==> src/rtl/td_mon_pkg.sv <==
// Shared types and constants for the tap-delay monitor: FSM states,
// error codes and the number of delay-line taps.
package td_mon_pkg;

    localparam int NUM_TAPS = 5;

    typedef enum logic {
        IDLE  = 1'b0,
        ARMED = 1'b1
    } state_t;

    localparam logic [1:0] ERR_NONE    = 2'd0;
    localparam logic [1:0] ERR_TIMEOUT = 2'd1;
    localparam logic [1:0] ERR_ORDER   = 2'd2;
    localparam logic [1:0] ERR_RETRIG  = 2'd3;

endpackage

==> src/rtl/td_sync.sv <==
// Two-flop synchronizer with a configurable width and reset value, used
// to bring the asynchronous trigger and tap inputs into the clk domain.
module td_sync #(
    parameter int           W       = 1,
    parameter logic [W-1:0] RST_VAL = '0
) (
    input  logic         clk,
    input  logic         reset,
    input  logic [W-1:0] d,
    output logic [W-1:0] q
);

    logic [W-1:0] meta;

    always_ff @(posedge clk) begin
        if (reset) begin
            meta <= RST_VAL;
            q    <= RST_VAL;
        end else begin
            meta <= d;
            q    <= meta;
        end
    end

endmodule

==> src/rtl/td_tap_monitor.sv <==
// Measures trigger-to-tap delays of a five-tap delay line in clk cycles.
// Define TD_MON_GLITCH_FILTER_EN to require two low samples per tap fall.
module td_tap_monitor
    import td_mon_pkg::*;
#(
    parameter int CNT_W   = 8,
    parameter int TIMEOUT = 63
) (
    input  logic                      clk,
    input  logic                      reset,
    input  logic                      trig,
    input  logic [NUM_TAPS-1:0]       tap_n,
    output logic [NUM_TAPS*CNT_W-1:0] delay,
    output logic                      done,
    output logic                      err,
    output logic [1:0]                err_code,
    output logic                      busy
);

    localparam logic [CNT_W-1:0] CNT_MAX     = '1;
    localparam logic [CNT_W-1:0] TIMEOUT_CNT = CNT_W'(TIMEOUT);

    state_t                    state, state_next;
    logic                      trig_s, trig_p, trig_rise;
    logic [NUM_TAPS-1:0]       tap_s, tap_p, tap_fall;
    logic [CNT_W-1:0]          count, count_next, cnt_now, cap_val;
    logic [NUM_TAPS-1:0]       captured, captured_next, cap_mask;
    logic [NUM_TAPS*CNT_W-1:0] delay_q, delay_next;
    logic [1:0]                code_q, code_next;
    logic                      done_q, done_next, err_q, err_next;
    logic                      order_bad;

    td_sync #(.W(1), .RST_VAL(1'b0)) u_sync_trig (
        .clk   (clk),
        .reset (reset),
        .d     (trig),
        .q     (trig_s)
    );

    td_sync #(.W(NUM_TAPS), .RST_VAL({NUM_TAPS{1'b1}})) u_sync_tap (
        .clk   (clk),
        .reset (reset),
        .d     (tap_n),
        .q     (tap_s)
    );

    always_ff @(posedge clk) begin
        if (reset) begin
            trig_p <= 1'b0;
            tap_p  <= '1;
        end else begin
            trig_p <= trig_s;
            tap_p  <= tap_s;
        end
    end

    assign trig_rise = trig_s & ~trig_p;
    assign cnt_now   = (count == CNT_MAX) ? count : count + 1'b1;

`ifdef TD_MON_GLITCH_FILTER_EN
    logic [NUM_TAPS-1:0] tap_p2;

    always_ff @(posedge clk) begin
        if (reset) begin
            tap_p2 <= '1;
        end else begin
            tap_p2 <= tap_p;
        end
    end

    // Fall is confirmed one cycle late, so record the count of the first low sample.
    assign tap_fall = ~tap_s & ~tap_p & tap_p2;
    assign cap_val  = count;
`else
    assign tap_fall = ~tap_s & tap_p;
    assign cap_val  = cnt_now;
`endif

    // A tap may fall only once, and only after (or with) every lower tap.
    always_comb begin
        logic prefix_ok;
        order_bad = 1'b0;
        prefix_ok = 1'b1;
        for (int k = 0; k < NUM_TAPS; k++) begin
            if (tap_fall[k] && (captured[k] || !prefix_ok)) begin
                order_bad = 1'b1;
            end
            prefix_ok = prefix_ok & (captured[k] | tap_fall[k]);
        end
    end

    assign cap_mask = captured | tap_fall;

    always_comb begin
        state_next    = state;
        count_next    = count;
        captured_next = captured;
        delay_next    = delay_q;
        code_next     = code_q;
        done_next     = 1'b0;
        err_next      = 1'b0;
        case (state)
            IDLE: begin
                if (trig_rise) begin
                    count_next    = '0;
                    captured_next = '0;
                    delay_next    = '0;
                    code_next     = ERR_NONE;
                    state_next    = ARMED;
                end
            end
            ARMED: begin
                count_next = cnt_now;
                if (trig_rise) begin
                    err_next   = 1'b1;
                    code_next  = ERR_RETRIG;
                    state_next = IDLE;
                end else if (order_bad) begin
                    err_next   = 1'b1;
                    code_next  = ERR_ORDER;
                    state_next = IDLE;
                end else begin
                    for (int k = 0; k < NUM_TAPS; k++) begin
                        if (tap_fall[k]) begin
                            delay_next[k*CNT_W +: CNT_W] = cap_val;
                        end
                    end
                    captured_next = cap_mask;
                    if (&cap_mask) begin
                        done_next  = 1'b1;
                        state_next = IDLE;
                    end else if (cnt_now >= TIMEOUT_CNT) begin
                        err_next   = 1'b1;
                        code_next  = ERR_TIMEOUT;
                        state_next = IDLE;
                    end
                end
            end
            default: state_next = IDLE;
        endcase
    end

    always_ff @(posedge clk) begin
        if (reset) begin
            state    <= IDLE;
            count    <= '0;
            captured <= '0;
            delay_q  <= '0;
            code_q   <= ERR_NONE;
            done_q   <= 1'b0;
            err_q    <= 1'b0;
        end else begin
            state    <= state_next;
            count    <= count_next;
            captured <= captured_next;
            delay_q  <= delay_next;
            code_q   <= code_next;
            done_q   <= done_next;
            err_q    <= err_next;
        end
    end

    assign delay    = delay_q;
    assign done     = done_q;
    assign err      = err_q;
    assign err_code = code_q;
    assign busy     = (state == ARMED);

endmodule

==> config.mk <==
export PLATFORM = sky130hd
export DESIGN_NAME = td_tap_monitor
export DESIGN_NICKNAME = d
export VERILOG_FILES = /design/src/rtl/td_mon_pkg.sv /design/src/rtl/td_sync.sv /design/src/rtl/td_tap_monitor.sv
export SDC_FILE = /design/constraint.sdc
export NUM_CORES = 1
export LEC_CHECK = 0
export CAP_MARGIN = 40
export CORE_MARGIN = 2
export CORE_UTILIZATION = 30
export DETAILED_ROUTE_END_ITERATION = 16
export PLACE_DENSITY = 0.46
export SETUP_SLACK_MARGIN = 0.4
export SLEW_MARGIN = 20
export SYNTH_ARGS = -nofsm -noshare
export SYNTH_HDL_FRONTEND = slang
export SYNTH_SLANG_ARGS = --single-unit
==> constraint.sdc <==
create_clock -name clk -period 6.6 [get_ports clk]
set_clock_uncertainty 0.05 [all_clocks]
set_input_delay 1.32 -clock clk [delete_from_list [all_inputs] [get_ports clk]]
set_output_delay 1.32 -clock clk [all_outputs]
set_load 0.05 [all_outputs]
# Yosys cells after proc, flatten, opt, wreduce, memory -nomap -nowiden

Cells that the tools add are included.

Bits of input ports: 8
Flip-flop bits (word level): 76
Logic and storage cells: 104
Output and inout bits: 45

Reductions and logical operators: 23
Add/subtract/negate cells: 1
Equal/unequal tests: 11
Bitwise gates (word level): 13
Mux-type cells: 38
Order comparisons: 1

Operators by type and width:

| kind                | count |
|---|---|
| $mux 40             | 3 |
| $pmux 40 s2         | 1 |
| $mux 8              | 7 |
| $reduce_and 4->1    | 5 |
| $pmux 8 s2          | 1 |
| $mux 1              | 15 |
| $mux 5              | 3 |
| $mux 2              | 5 |
| $ne 2x1->1 const B  | 5 |
| $pmux 5 s2          | 1 |
| $add 8x1->8 const B | 1 |
| $eq 8x8->1 const B  | 1 |
| $ge 8x6->1 const B  | 1 |
| $ne 2x2->1 const B  | 3 |
| $reduce_and 3->1    | 2 |
| $and 5x5->5         | 1 |
| $logic_and 1x1->1   | 5 |
| $not 5->5           | 1 |
| $or 5x5->5          | 1 |
| $reduce_and 5->1    | 1 |
| $and 1x1->1         | 4 |
| $logic_not 1->1     | 4 |
| $logic_or 1x1->1    | 4 |
| $ne 4x1->1 const B  | 1 |
| 7 further kinds     | 11 |

# Longest topological paths before layout

Gate-level depths: netlist of run 1.

Word-level depth: 13
Mapped depth: 9
Depth with buffers taken out: 7

# Modules after synthesis

A second synthesis of run 1 with hierarchy kept.

Cells, all modules: 371
Area total of the unflattened synthesis: 3245.6 µm²

By module, submodules not included:

| module                | area an instance (µm²) | sequential area each (µm²) | cells each | instances |
|---|---|---|---|---|
| td_tap_monitor        | 2930.3                 | 1281.2                     | 347        | 1 |
| td_sync (u_sync_tap)  | 262.8                  | 200.2                      | 20         | 1 |
| td_sync (u_sync_trig) | 52.6                   | 40.0                       | 4          | 1 |

# Worst setup path before layout of run 1

OpenSTA, ideal clock, no wires.

Kind: reg-to-reg
Start point: register state, in the netlist busy
End point: register delay_q[34], in the netlist delay[34]
Library setup time: 134 ps
Arrival: 2183 ps
Period minus slack after synthesis: 2367 ps
Slack: 4233 ps
Data required time: 6416 ps
Path buffers: 2
Stages on the path, launching flop included: 7
Cell sequence: dfxtp_1 -> clkinv_1 -> ha_1 -> buf_2 -> clkbuf_1 -> nand2_1 -> mux2i_1

Longest elaborated chain between the ends: 3
Elaborated cells on any way between the ends: 7
Classes of those cells: eq/ne (4); mux (1); bitwise (1); reduce/logical (1)

Ends and longest elaborated chain:

| element                    | line                  | text |
|---|---|---|
| from (decl)                | td_tap_monitor.sv:23  | `state_t state, state_next;` |
| from (signal assigned)     | td_tap_monitor.sv:153 | `state <= state_next;` |
| $not 1->1                  | --                    |  |
| $ne 2x2->1 (no line)       | --                    |  |
| $reduce_and 4->1 (no line) | --                    |  |
| to (signal assigned)       | td_tap_monitor.sv:156 | `delay_q <= delay_next;` |
| to (decl)                  | td_tap_monitor.sv:28  | `logic [NUM_TAPS*CNT_W-1:0] delay_q, delay_next;` |

Several ways; a longest one is shown, not always the timed one.
A chain may end at the register's enable or synchronous reset.

# Worst setup path after layout of run 1

Start point: register state, in the netlist busy
End point: output port busy

RTL lines:

| element   | line                 | text |
|---|---|---|
| to (decl) | td_tap_monitor.sv:17 | `output logic busy` |

No word-level cell between the ends.

==> impl_metrics.sql, run 1 <==
INSERT INTO impl_metrics (metric_group, metric, value, unit) VALUES
('clock_tree', 'cts_max_path_buffers', '2', ''),
('drt', 'vias', '2657', ''),
('sta', 'setup_viol', '0', ''),
('clock_tree', 'tritoncts.num_buffers', '9', ''),
('synthesis', 'syn_avg_cell_area', '9.95', 'um^2'),
('global_routing', 'grt_antenna_before_repair', '0', ''),
('power_and_ir_drop', 'power.ir.vdd_worst', '0.0856', 'mV'),
('synthesis', 'ys_seq_area_frac', '0.462', ''),
('synthesis', 'ys_warn_count', '0', ''),
('worst_setup_path', 'critical_path_class', 'reg2out', ''),
('clock_tree', 'clockRootBuffer', 'clkbuf_8', ''),
('synthesis', 'syn-num-nets', '343', ''),
('synthesis', 'xor_and_xnor_fraction_of_the_mapped_netlist_area', '0.00532', ''),
('final_layout', 'n_antenna_cell', '0', ''),
('worst_setup_path', 'worst_path_largest_cell_delay', '950', 'ps'),
('synthesis', 'synth.lib_cells_used.distinct', '62', ''),
('outcome', 'run_status', 'finished, final reports clean', ''),
('global_routing', 'grt_overflow', '0', ''),
('floorplanning', 'floorplan.die.height', '109', 'um'),
('synthesis', 'synth-compound-area-share', '0.223', ''),
('placed_design', 'post-dp-hpwl', '5.90', 'mm'),
('placed_design', 'gp_congestion', '0.821', ''),
('job', 'maxCapViolCount', '0', ''),
('synthesis', 'post_synth_main_area_contributors', 'dfxtp_1, mux2i_1, nand2b_1', ''),
('final_layout', 'syn_to_final_growth', '24.1', '%'),
('worst_setup_path', 'timing.critical_path.fanout_max', '16', ''),
('clock_tree', 'cts.sinks', '76', ''),
('worst_setup_path', 'rr_endpoint', 'delay[17]$_SDFFE_PP0P_', ''),
('drt', 'first_iter_violations', '121', ''),
('synthesis', 'synth-edff-count', '0', ''),
('floorplanning', 'boundaryPins', '53', ''),
('sta', 'post-route-period-util', '0.520', ''),
('synthesis', 'synth_top_flop_cell', 'dfxtp_1', ''),
('final_layout', 'post_route_cells_drive_above_1_share', '0.131', ''),
('clock_tree', 'tritoncts', 'done', ''),
('clock_tree', 'post_cts_repair_timing_setup_buffer_count', '0', ''),
('min_path', 'min_delay_path_depth', '1', ''),
('synthesis', 'synth.ff_latch_count', '76', ''),
('placed_design', 'placed_area', '0.00390', 'mm^2'),
('sta', 'unrepaired_setup_endpoints_after_global_routing', 'false', ''),
('synthesis', 'post_synth_fa_ha_maj_area_fraction', '0.0182', ''),
('clock_tree', 'clock_insertion_delay_worst_skew', '350', 'ps'),
('global_routing', 'global_route_wire_length_before_repair', '13.9', 'mm'),
('global_routing', 'first_global_vias', '2615', ''),
('floorplanning', 'total_die_area', '0.0118', 'mm^2'),
('sta', 'clock.fmax', '292', 'MHz'),
('synthesis', 'synth.mux.area_fraction', '0.0433', ''),
('synthesis', 'synth_simple_gate_area_frac', '0.203', ''),
('sta', 'totalNegativeSetupSlack', '0', 'ps'),
('global_routing', 'globalRouteTotalUtil', '0.154', ''),
('min_path', 'hold_end', 'u_sync_tap.q[1]$_SDFF_PP1_', ''),
('power_and_ir_drop', 'total_leakage_power', '1.41', 'nW'),
('synthesis', 'synth_area', '0.00329', 'mm^2'),
('clock_tree', 'cts.reportedPaths.clkPinSlew', '90', 'ps'),
('worst_setup_path', 'endpoint_kind', 'output port', ''),
('min_path', 'worst_hold_path_type', 'reg2reg', ''),
('sta', 'finalHoldViolations', '0', ''),
('sta', 'worstMarginPinSlew', '784', 'ps'),
('sta', 'relSlewSlack', '0.475', ''),
('floorplanning', 'initial_utilization', '0.305', ''),
('worst_setup_path', 'worst-endpoint-required', '5230', 'ps'),
('final_layout', 'layout.cell_area.non_filler', '0.00408', 'mm^2'),
('synthesis', 'yosys.area.top_type', 'dfxtp_1', ''),
('worst_setup_path', 'timing.rr.start', 'busy$_SDFF_PP0_', ''),
('clock_tree', 'cts-hold-fix-buffers', '0', ''),
('floorplanning', 'num_rows', '38', ''),
('drt', 'route.antenna.remaining_nets', '0', ''),
('final_layout', 'commonest_non_fill_non_tap_cells_in_the_layout', 'dfxtp_1, clkdlybuf4s50_1, nand2b_1, nand2_1, a21oi_1', ''),
('final_layout', 'fill_cells', '1095', ''),
('clock_tree', 'h-tree-depth', '3', ''),
('synthesis', 'postSynth.asyncResetShare', '0', '');
## worst max path at each step
stage	start	end	slack, ps	cells past startpoint
2_1_floorplan	busy$_SDFF_PP0_	delay[34]$_SDFFE_PP0P_	4230	6
3_3_place_gp	reset	delay[5]$_SDFFE_PP0P_	3210	5
3_5_place_dp	reset	delay[5]$_SDFFE_PP0P_	3110	5
4_1_cts	busy$_SDFF_PP0_	busy	3130	1
5_1_grt	busy$_SDFF_PP0_	busy	3030	1
6_report	busy$_SDFF_PP0_	busy	3170	1
## metrics by stage
step | setup slack [ps] | hold slack, ps | instances | power (mW) | util
after global routing | 3030 | 375 | 523 | 0.898 | 0.378
after global placement | 3210 | 341 | 505 | 0.545 | 0.360
after floorplan | 4230 | 339 | 331 | 0.531 | -
final | 3170 | 364 | 523 | 0.857 | 0.378
after detailed placement | 3110 | 344 | 506 | 0.547 | 0.361
after CTS | 3130 | 365 | 522 | 0.871 | 0.378
## cell type report
class	instances	area, um^2	area share
clock inverter	6	51.3	0.0126
clock buffer	10	128	0.0312
tap	140	175	0.0429
sequential	76	1520	0.373
multi-input combinational	225	1620	0.397
timing repair buffer	55	547	0.134
inverter	11	41.3	0.0101
## state kept, by name, summed over array words and instances (netlist names)
signal            count
u_sync_trig.q         1
u_sync_tap.meta       5
err_code              2
count                 8
err                   1
done                  1
tap_p                 5
u_sync_trig.meta      1
captured              5
u_sync_tap.q          5
trig_p                1
busy                  1
delay                40
## cells by family (layout without fill, tap and decap cells)
| family | Yosys count | in the layout |
|---|---|---|
| DFF | 76 | 76 |
| adders and majority gates | 5 | 5 |
| AOI/OAI and AO/OA | 89 | 89 |
| xor gates and xnor gates | 2 | 2 |
| buffers and inverters | 30 | 82 |
| and+or+nand+nor | 115 | 115 |
| muxes | 14 | 14 |
## power by group
| part | total, mW | internal (mW) | leakage [nW] | switching [mW] |
|---|---|---|---|---|
| registers | 0.467 | 0.463 | 0.616 | 0.00336 |
| logic | 0.0692 | 0.0254 | 0.707 | 0.0439 |
| clock network | 0.321 | 0.140 | 0.0866 | 0.181 |
| total | 0.857 | 0.629 | 1.41 | 0.228 |
## routing by layer
metal,wire [um],track usage,vias up
met5,0,0,-
met4,70,0.0476,0
met2,3990,0.240,40
met1,4040,0.207,1301
met3,253,0.0400,8
li1,-,-,1308
## synth_stat cells (4+ instances only)
cell type  count
ha_1           4
nor2b_1        9
and4_1         5
nand3_1       12
nor2_1        12
dfxtp_1       76
o2bb2ai_1     13
or2_2         15
a21oi_1       16
a22o_1        12
and3_1         4
clkbuf_1      11
a31oi_1       10
mux2i_1       12
inv_1         10
nand2_1       17
or3_1          6
nand2b_1      19
No activity file was read; power rests on OpenSTA's default activity.
==> run 2, diff against run 1 <==
Settings changed: PLACE_DENSITY 0.46 to 0.48.
Clock period 6.6 ns to 2.9 ns, I/O delays scaled along.
==> run 2 against run 1 <==
Effect of this change: wire length increased by 1.3%; utilization increased by 1.2 points; non-clock buffer count increased by 10; clock power increased to 2.8 times the previous value; first-iteration DRC count decreased by 12%; cell count increased by 1.9%; clock-buffer cell count unchanged; flip-flop and latch count unchanged; critical path depth increased by 6; power increased by 150%; critical endpoint is now err_code[1]$_SDFFE_PP0P_; highest routed layer unchanged.
==> impl_metrics.sql, run 2 (synthesis results as in run 1) <==
INSERT INTO impl_metrics (metric_group, metric, value, unit) VALUES
('drt', 'drt_drc_violations_left', '0', ''),
('global_routing', 'first_global_vias', '2555', ''),
('floorplanning', 'die_x', '109', 'um'),
('clock_tree', 'h-tree-depth', '3', ''),
('worst_setup_path', 'critical_path.startpoint', 'count[1]$_SDFFE_PP0P_', ''),
('sta', 'worstMarginPinSlew', '627', 'ps'),
('final_layout', 'n_antenna_cell', '0', ''),
('outcome', 'run_status', 'finished, final reports clean', ''),
('final_layout', 'syn_to_final_growth', '27.9', '%'),
('global_routing', 'grt_overflow', '0', ''),
('clock_tree', 'post_cts_repair_timing_setup_buffer_count', '0', ''),
('sta', 'slew_viol_final', '0', ''),
('drt', 'first_iter_violations', '106', ''),
('worst_setup_path', 'endpoint_kind', 'flop', ''),
('power_and_ir_drop', 'share_of_power_burned_in_combinational_logic', '0.082', ''),
('sta', 'post-route-min-period', '2390', 'ps'),
('floorplanning', 'boundaryPins', '53', ''),
('sta', 'unrepaired_setup_endpoints_after_global_routing', 'true', ''),
('floorplanning', 'num_rows', '38', ''),
('drt', 'via_per_inst', '5.07', ''),
('drt', 'route.antenna.remaining_nets', '0', ''),
('worst_setup_path', 'timing.critical_path.to', 'err_code[1]$_SDFFE_PP0P_', ''),
('placed_design', 'port-buffer-count', '52', ''),
('worst_setup_path', 'rr_endpoint', 'err_code[1]$_SDFFE_PP0P_', ''),
('worst_setup_path', 'worst_path_largest_cell_delay', '440', 'ps'),
('sta', 'finalHoldViolations', '0', ''),
('worst_setup_path', 'timing.critical_path.fanout_max', '9', ''),
('min_path', 'worst_hold_path_type', 'reg2reg', ''),
('final_layout', 'final_common_cell', 'dfxtp_1', ''),
('min_path', 'hold_start', 'u_sync_tap.meta[3]$_SDFF_PP1_', ''),
('global_routing', 'global_route_wire_length_before_repair', '13.6', 'mm'),
('clock_tree', 'cts.sinks', '76', ''),
('power_and_ir_drop', 'p_total', '2.12', 'mW'),
('sta', 'relSlewSlack', '0.579', ''),
('job', 'maxCapViolCount', '0', ''),
('placed_design', 'gp_congestion', '0.788', ''),
('sta', 'totalNegativeSetupSlack', '0', 'ps'),
('worst_setup_path', 'cp.arrival', '2620', 'ps'),
('worst_setup_path', 'regToRegSetupSlack', '510', 'ps'),
('power_and_ir_drop', 'power.ir.vdd_worst', '0.299', 'mV'),
('worst_setup_path', 'worst_r2r_path_depth', '7', ''),
('worst_setup_path', 'timing.rr.start', 'count[1]$_SDFFE_PP0P_', ''),
('placed_design', 'post-dp-hpwl', '6.05', 'mm'),
('clock_tree', 'tritoncts', 'done', ''),
('global_routing', 'grt_max_degree', '27', ''),
('final_layout', 'layout.cell_area.non_filler', '0.00421', 'mm^2'),
('clock_tree', 'tritoncts.num_buffers', '9', ''),
('clock_tree', 'clockRootBuffer', 'clkbuf_8', ''),
('final_layout', 'post_route_cells_drive_above_1_share', '0.163', ''),
('clock_tree', 'cts_max_path_buffers', '2', ''),
('clock_tree', 'cts-hold-fix-buffers', '0', ''),
('sta', 'post-route-period-util', '0.826', ''),
('clock_tree', 'clock_insertion_delay_worst_skew', '340', 'ps'),
('worst_setup_path', 'critical_path_class', 'reg2reg', ''),
('sta', 'clock.fmax', '418', 'MHz'),
('power_and_ir_drop', 'internal_power', '1.61', 'mW'),
('floorplanning', 'coreArea', '0.0108', 'mm^2'),
('worst_setup_path', 'worst-endpoint-required', '3120', 'ps'),
('power_and_ir_drop', 'pwr-share-seq', '0.499', ''),
('final_layout', 'largest_reg_flops', '40', ''),
('final_layout', 'num-nets-final', '400', ''),
('drt', 'drt_first_pass_iters', '4', ''),
('floorplanning', 'total_die_area', '0.0118', 'mm^2'),
('global_routing', 'grt_antenna_before_repair', '0', ''),
('power_and_ir_drop', 'p_sw', '0.517', 'mW'),
('floorplanning', 'initial_utilization', '0.305', ''),
('drt', 'vias', '2700', ''),
('power_and_ir_drop', 'total_leakage_power', '1.47', 'nW'),
('worst_setup_path', 'crit_path_cell_trace', 'ha_2 > and4_4 > a32oi_1 > a2111oi_4 > o32ai_2 > or3_1 > a31oi_1', ''),
('sta', 'setup_viol', '0', ''),
('worst_setup_path', 'worstSetupStartpointType', 'flop', ''),
('power_and_ir_drop', 'power_density', '504', 'mW/mm^2'),
('global_routing', 'globalRouteTotalUtil', '0.150', ''),
('power_and_ir_drop', 'swShare', '0.244', ''),
('floorplanning', 'floorplan.die.height', '109', 'um'),
('worst_setup_path', 'crit_slowest_cell', 'dfxtp_1', ''),
('power_and_ir_drop', 'clock_power_share', '0.419', ''),
('sta', 'hold_ws', '363', 'ps'),
('clock_tree', 'cts.reportedPaths.clkPinSlew', '80', 'ps'),
('drt', 'post_dr_wirelength_cell', '15.9', 'um'),
('placed_design', 'placed_area', '0.00398', 'mm^2'),
('final_layout', 'postLayoutCoreUtil', '0.390', ''),
('final_layout', 'commonest_non_fill_non_tap_cells_in_the_layout', 'dfxtp_1, clkdlybuf4s50_1, nand2b_1, nand2_1, a21oi_1', ''),
('drt', 'wirelength', '8.47', 'mm');
run 2: layer usage:
| layer | global-route usage | share of wire |
|---|---|---|
| met2 | 0.238 | 0.46 |
| met1 | 0.206 | 0.49 |
| met3 | 0.0347 | 0.045 |
| met5 | 0 | 0 |
| met4 | 0.0403 | 0.0017 |
run 2: worst min-delay path by stage:
stage,end,slack (ps),depth (start not counted)
floorplan,u_sync_tap.q[0]$_SDFF_PP1_,340,1
global placement,u_sync_tap.q[3]$_SDFF_PP1_,340,1
detailed placement,u_sync_tap.q[3]$_SDFF_PP1_,340,1
CTS,u_sync_tap.q[3]$_SDFF_PP1_,360,1
global route,u_sync_tap.q[1]$_SDFF_PP1_,390,1
finish,u_sync_tap.q[3]$_SDFF_PP1_,360,1
run 2: critical path: cells and delay by family, from the launching register on:
kind | cells | cell delay (ps)
AO/OA/AOI/OAI | 4 | 870
adder cells (fa/ha/maj) | 1 | 290
flip-flops | 1 | 440
AND/OR/NAND/NOR | 2 | 680
run 2: what timing repair did:
item / 4_1_cts / 5_1_grt
pin swaps: 0 / 0
resized for setup: 2 / 4
endpoints found under the setup margin: 4 / 19
run 2: area by class of cell:
class	instances	area, um^2
clock buffer	10	128
clock inverter	6	88.8
inverter	11	41.3
sequential	76	1520
fill	1118	6580
tap	140	175
multi-input combinational	225	1640
timing repair buffer	65	618
run 2: power groups by stage:
stage | clock (mW) | sequential (mW) | combinational [mW]
global route | 0.956 | 1.06 | 0.190
CTS | 0.920 | 1.06 | 0.173
detailed placement | 0 | 1.08 | 0.173
finish | 0.889 | 1.06 | 0.174
global placement | 0 | 1.08 | 0.172
floorplan | 0 | 1.09 | 0.120
run 2: through the flow:
stage | std cells | setup WS [ps]
after detailed placement | 517 | 317
after floorplan | 331 | 533
after CTS | 533 | 416
final | 533 | 505
after global routing | 533 | 378
after global placement | 517 | 378
==> run 3, diff against run 2 <==
Settings changed: PLACE_DENSITY 0.48 to 0.46.
Clock period 2.9 ns to 2.3 ns, I/O delays scaled along.
==> run 3 against run 2 <==
Effect of this change: via count increased by 4.1%; final area increased by 10%; highest routed layer unchanged; register-to-register slack got worse by 300 ps; global-route usage increased by 0.89 points; sequential share of layout area decreased by 2.9 points.
==> impl_metrics.sql, run 3 (synthesis results as in run 1) <==
INSERT INTO impl_metrics (metric_group, metric, value, unit) VALUES
('final_layout', 'num-nets-final', '429', ''),
('clock_tree', 'cts_max_path_buffers', '2', ''),
('final_layout', 'largest_reg_flops', '40', ''),
('clock_tree', 'cts.sinks', '76', ''),
('global_routing', 'grt_antenna_before_repair', '0', ''),
('floorplanning', 'die_x', '109', 'um'),
('floorplanning', 'floorplan.die.height', '109', 'um'),
('power_and_ir_drop', 'power_density', '569', 'mW/mm^2'),
('drt', 'drt_drc_violations_left', '0', ''),
('worst_setup_path', 'crit_slowest_cell', 'a221o_2', ''),
('worst_setup_path', 'crit_path_cell_trace', 'nor2b_4 > o221ai_2 > a221o_2 > o41ai_4 > a21oi_4 > a22o_1', ''),
('job', 'maxCapViolCount', '0', ''),
('drt', 'route.antenna.remaining_nets', '0', ''),
('final_layout', 'n_antenna_cell', '0', ''),
('floorplanning', 'num_rows', '38', ''),
('sta', 'post-route-min-period', '2100', 'ps'),
('final_layout', 'commonest_non_fill_non_tap_cells_in_the_layout', 'dfxtp_1, dlygate4sd2_1, buf_4, nand2b_1', ''),
('clock_tree', 'tritoncts.num_buffers', '9', ''),
('sta', 'relSlewSlack', '0.638', ''),
('sta', 'totalNegativeSetupSlack', '0', 'ps'),
('final_layout', 'syn_to_final_growth', '40.7', '%'),
('clock_tree', 'clock_insertion_delay_worst_skew', '350', 'ps'),
('power_and_ir_drop', 'total_leakage_power', '1.93', 'nW'),
('sta', 'unrepaired_setup_endpoints_after_global_routing', 'true', ''),
('global_routing', 'grt_max_degree', '21', ''),
('clock_tree', 'cts-hold-fix-buffers', '0', ''),
('clock_tree', 'tritoncts', 'done', ''),
('worst_setup_path', 'worst_path_largest_cell_delay', '490', 'ps'),
('power_and_ir_drop', 'p_total', '2.64', 'mW'),
('sta', 'post-route-period-util', '0.912', ''),
('worst_setup_path', 'endpoint_kind', 'flop', ''),
('sta', 'finalHoldViolations', '0', ''),
('drt', 'vias', '2812', ''),
('sta', 'clock.fmax', '477', 'MHz'),
('floorplanning', 'boundaryPins', '53', ''),
('outcome', 'run_status', 'finished, final reports clean', ''),
('final_layout', 'fill_cells', '1066', ''),
('floorplanning', 'coreArea', '0.0108', 'mm^2'),
('global_routing', 'global_route_wire_length_before_repair', '14.4', 'mm'),
('drt', 'drt_first_pass_iters', '4', ''),
('worst_setup_path', 'critical_path_class', 'reg2reg', ''),
('placed_design', 'post-dp-hpwl', '6.19', 'mm'),
('worst_setup_path', 'cp.arrival', '2290', 'ps'),
('sta', 'setup_viol', '0', ''),
('worst_setup_path', 'worst-endpoint-required', '2500', 'ps'),
('power_and_ir_drop', 'power.ir.vdd_worst', '0.343', 'mV'),
('global_routing', 'grt_overflow', '0', ''),
('placed_design', 'post-place-ws', '161', 'ps'),
('global_routing', 'first_global_vias', '2754', ''),
('placed_design', 'gp_congestion', '0.779', ''),
('sta', 'slew_viol_final', '0', ''),
('floorplanning', 'total_die_area', '0.0118', 'mm^2'),
('worst_setup_path', 'timing.critical_path.fanout_max', '8', ''),
('final_layout', 'post_route_cells_drive_above_1_share', '0.313', ''),
('sta', 'worstMarginPinSlew', '541', 'ps'),
('drt', 'via_per_inst', '5.00', ''),
('drt', 'wirelength', '9.13', 'mm'),
('drt', 'first_iter_violations', '96', ''),
('placed_design', 'port-buffer-count', '52', ''),
('worst_setup_path', 'worstSetupStartpointType', 'flop', ''),
('min_path', 'worst_hold_path_type', 'reg2reg', ''),
('clock_tree', 'clockRootBuffer', 'clkbuf_8', ''),
('drt', 'post_dr_wirelength_cell', '16.2', 'um'),
('final_layout', 'final_common_cell', 'dfxtp_1', ''),
('global_routing', 'globalRouteTotalUtil', '0.159', ''),
('sta', 'worst_slack', '203', 'ps'),
('clock_tree', 'h-tree-depth', '3', ''),
('floorplanning', 'initial_utilization', '0.305', ''),
('clock_tree', 'cts.reportedPaths.clkPinSlew', '80', 'ps');
==> run 3: cell types whose count changed in the layout (fill, tap and decap cells not counted), sizes merged <==
| cell | before | now |
|---|---|---|
| clkdlybuf4s50 | 52 | 7 |
| inv | 10 | 12 |
| dlymetal6s2s | 0 | 1 |
| buf | 13 | 42 |
| dlygate4sd2 | 0 | 43 |
| clkinvlp | 2 | 0 |
| clkbuf | 10 | 13 |
| bufinv | 2 | 1 |
| clkinv | 3 | 2 |
==> run 3: per-stage QoR <==
step                area (um^2)  std cells  hold WS (ps)  utilization
floorplan                  3360        331           339            -
global placement           4100        524           343        0.380
detailed placement         4100        524           346        0.380
CTS                        4400        553           366        0.407
global route               4630        562           382        0.429
finish                     4630        562           364        0.429
==> run 3: worst paths after layout <==
check                                                   start                         end  slack [ps]  depth (start not counted)
worst min-delay path            u_sync_tap.meta[1]$_SDFF_PP1_  u_sync_tap.q[1]$_SDFF_PP1_         360                          1
worst max-delay path                      tap_p[1]$_SDFF_PP1_       delay[4]$_SDFFE_PP0P_         200                          6
worst min register to register  u_sync_tap.meta[1]$_SDFF_PP1_  u_sync_tap.q[1]$_SDFF_PP1_         360                          1
worst max register to register            tap_p[1]$_SDFF_PP1_       delay[4]$_SDFFE_PP0P_         200                          6
==> run 3: critical path: cells and delay by family (launching register included) <==
family	cells	cell delay, ps
AO/OA/AOI/OAI	5	1430
flip-flops	1	330
AND/OR/NAND/NOR	1	180
==> run 3: power by group <==
| part | internal (mW) | switching, mW | leakage (nW) |
|---|---|---|---|
| Clock | 0.503 | 0.497 | 0.0952 |
| Combinational | 0.136 | 0.160 | 1.22 |
| Sequential | 1.33 | 0.0128 | 0.617 |
| Total | 1.97 | 0.670 | 1.93 |
==> run 3: timing repair <==
item / CTS / global route
setup buffers: 13 / 9
setup endpoints to repair: 91 / 52
gates resized for setup: 60 / 39
pin swaps: 7 / 16
==> run 3: routing by layer <==
layer / wire length, um / track usage
met2: 4380 / 0.253
met3: 303 / 0.0418
met1: 4340 / 0.210
met5: 0 / 0
met4: 115 / 0.0522
==> run 3: final cells by class <==
cell class / count / area (um^2) / share of cell area
multi-input cells: 225 / 1880 / 0.406
flip-flops and latches: 76 / 1540 / 0.333
repair buffers: 94 / 811 / 0.175
well taps: 140 / 175 / 0.0378
clock buffers: 12 / 135 / 0.0292
clock inverters: 4 / 47.5 / 0.0103
inverters: 11 / 41.3 / 0.00892
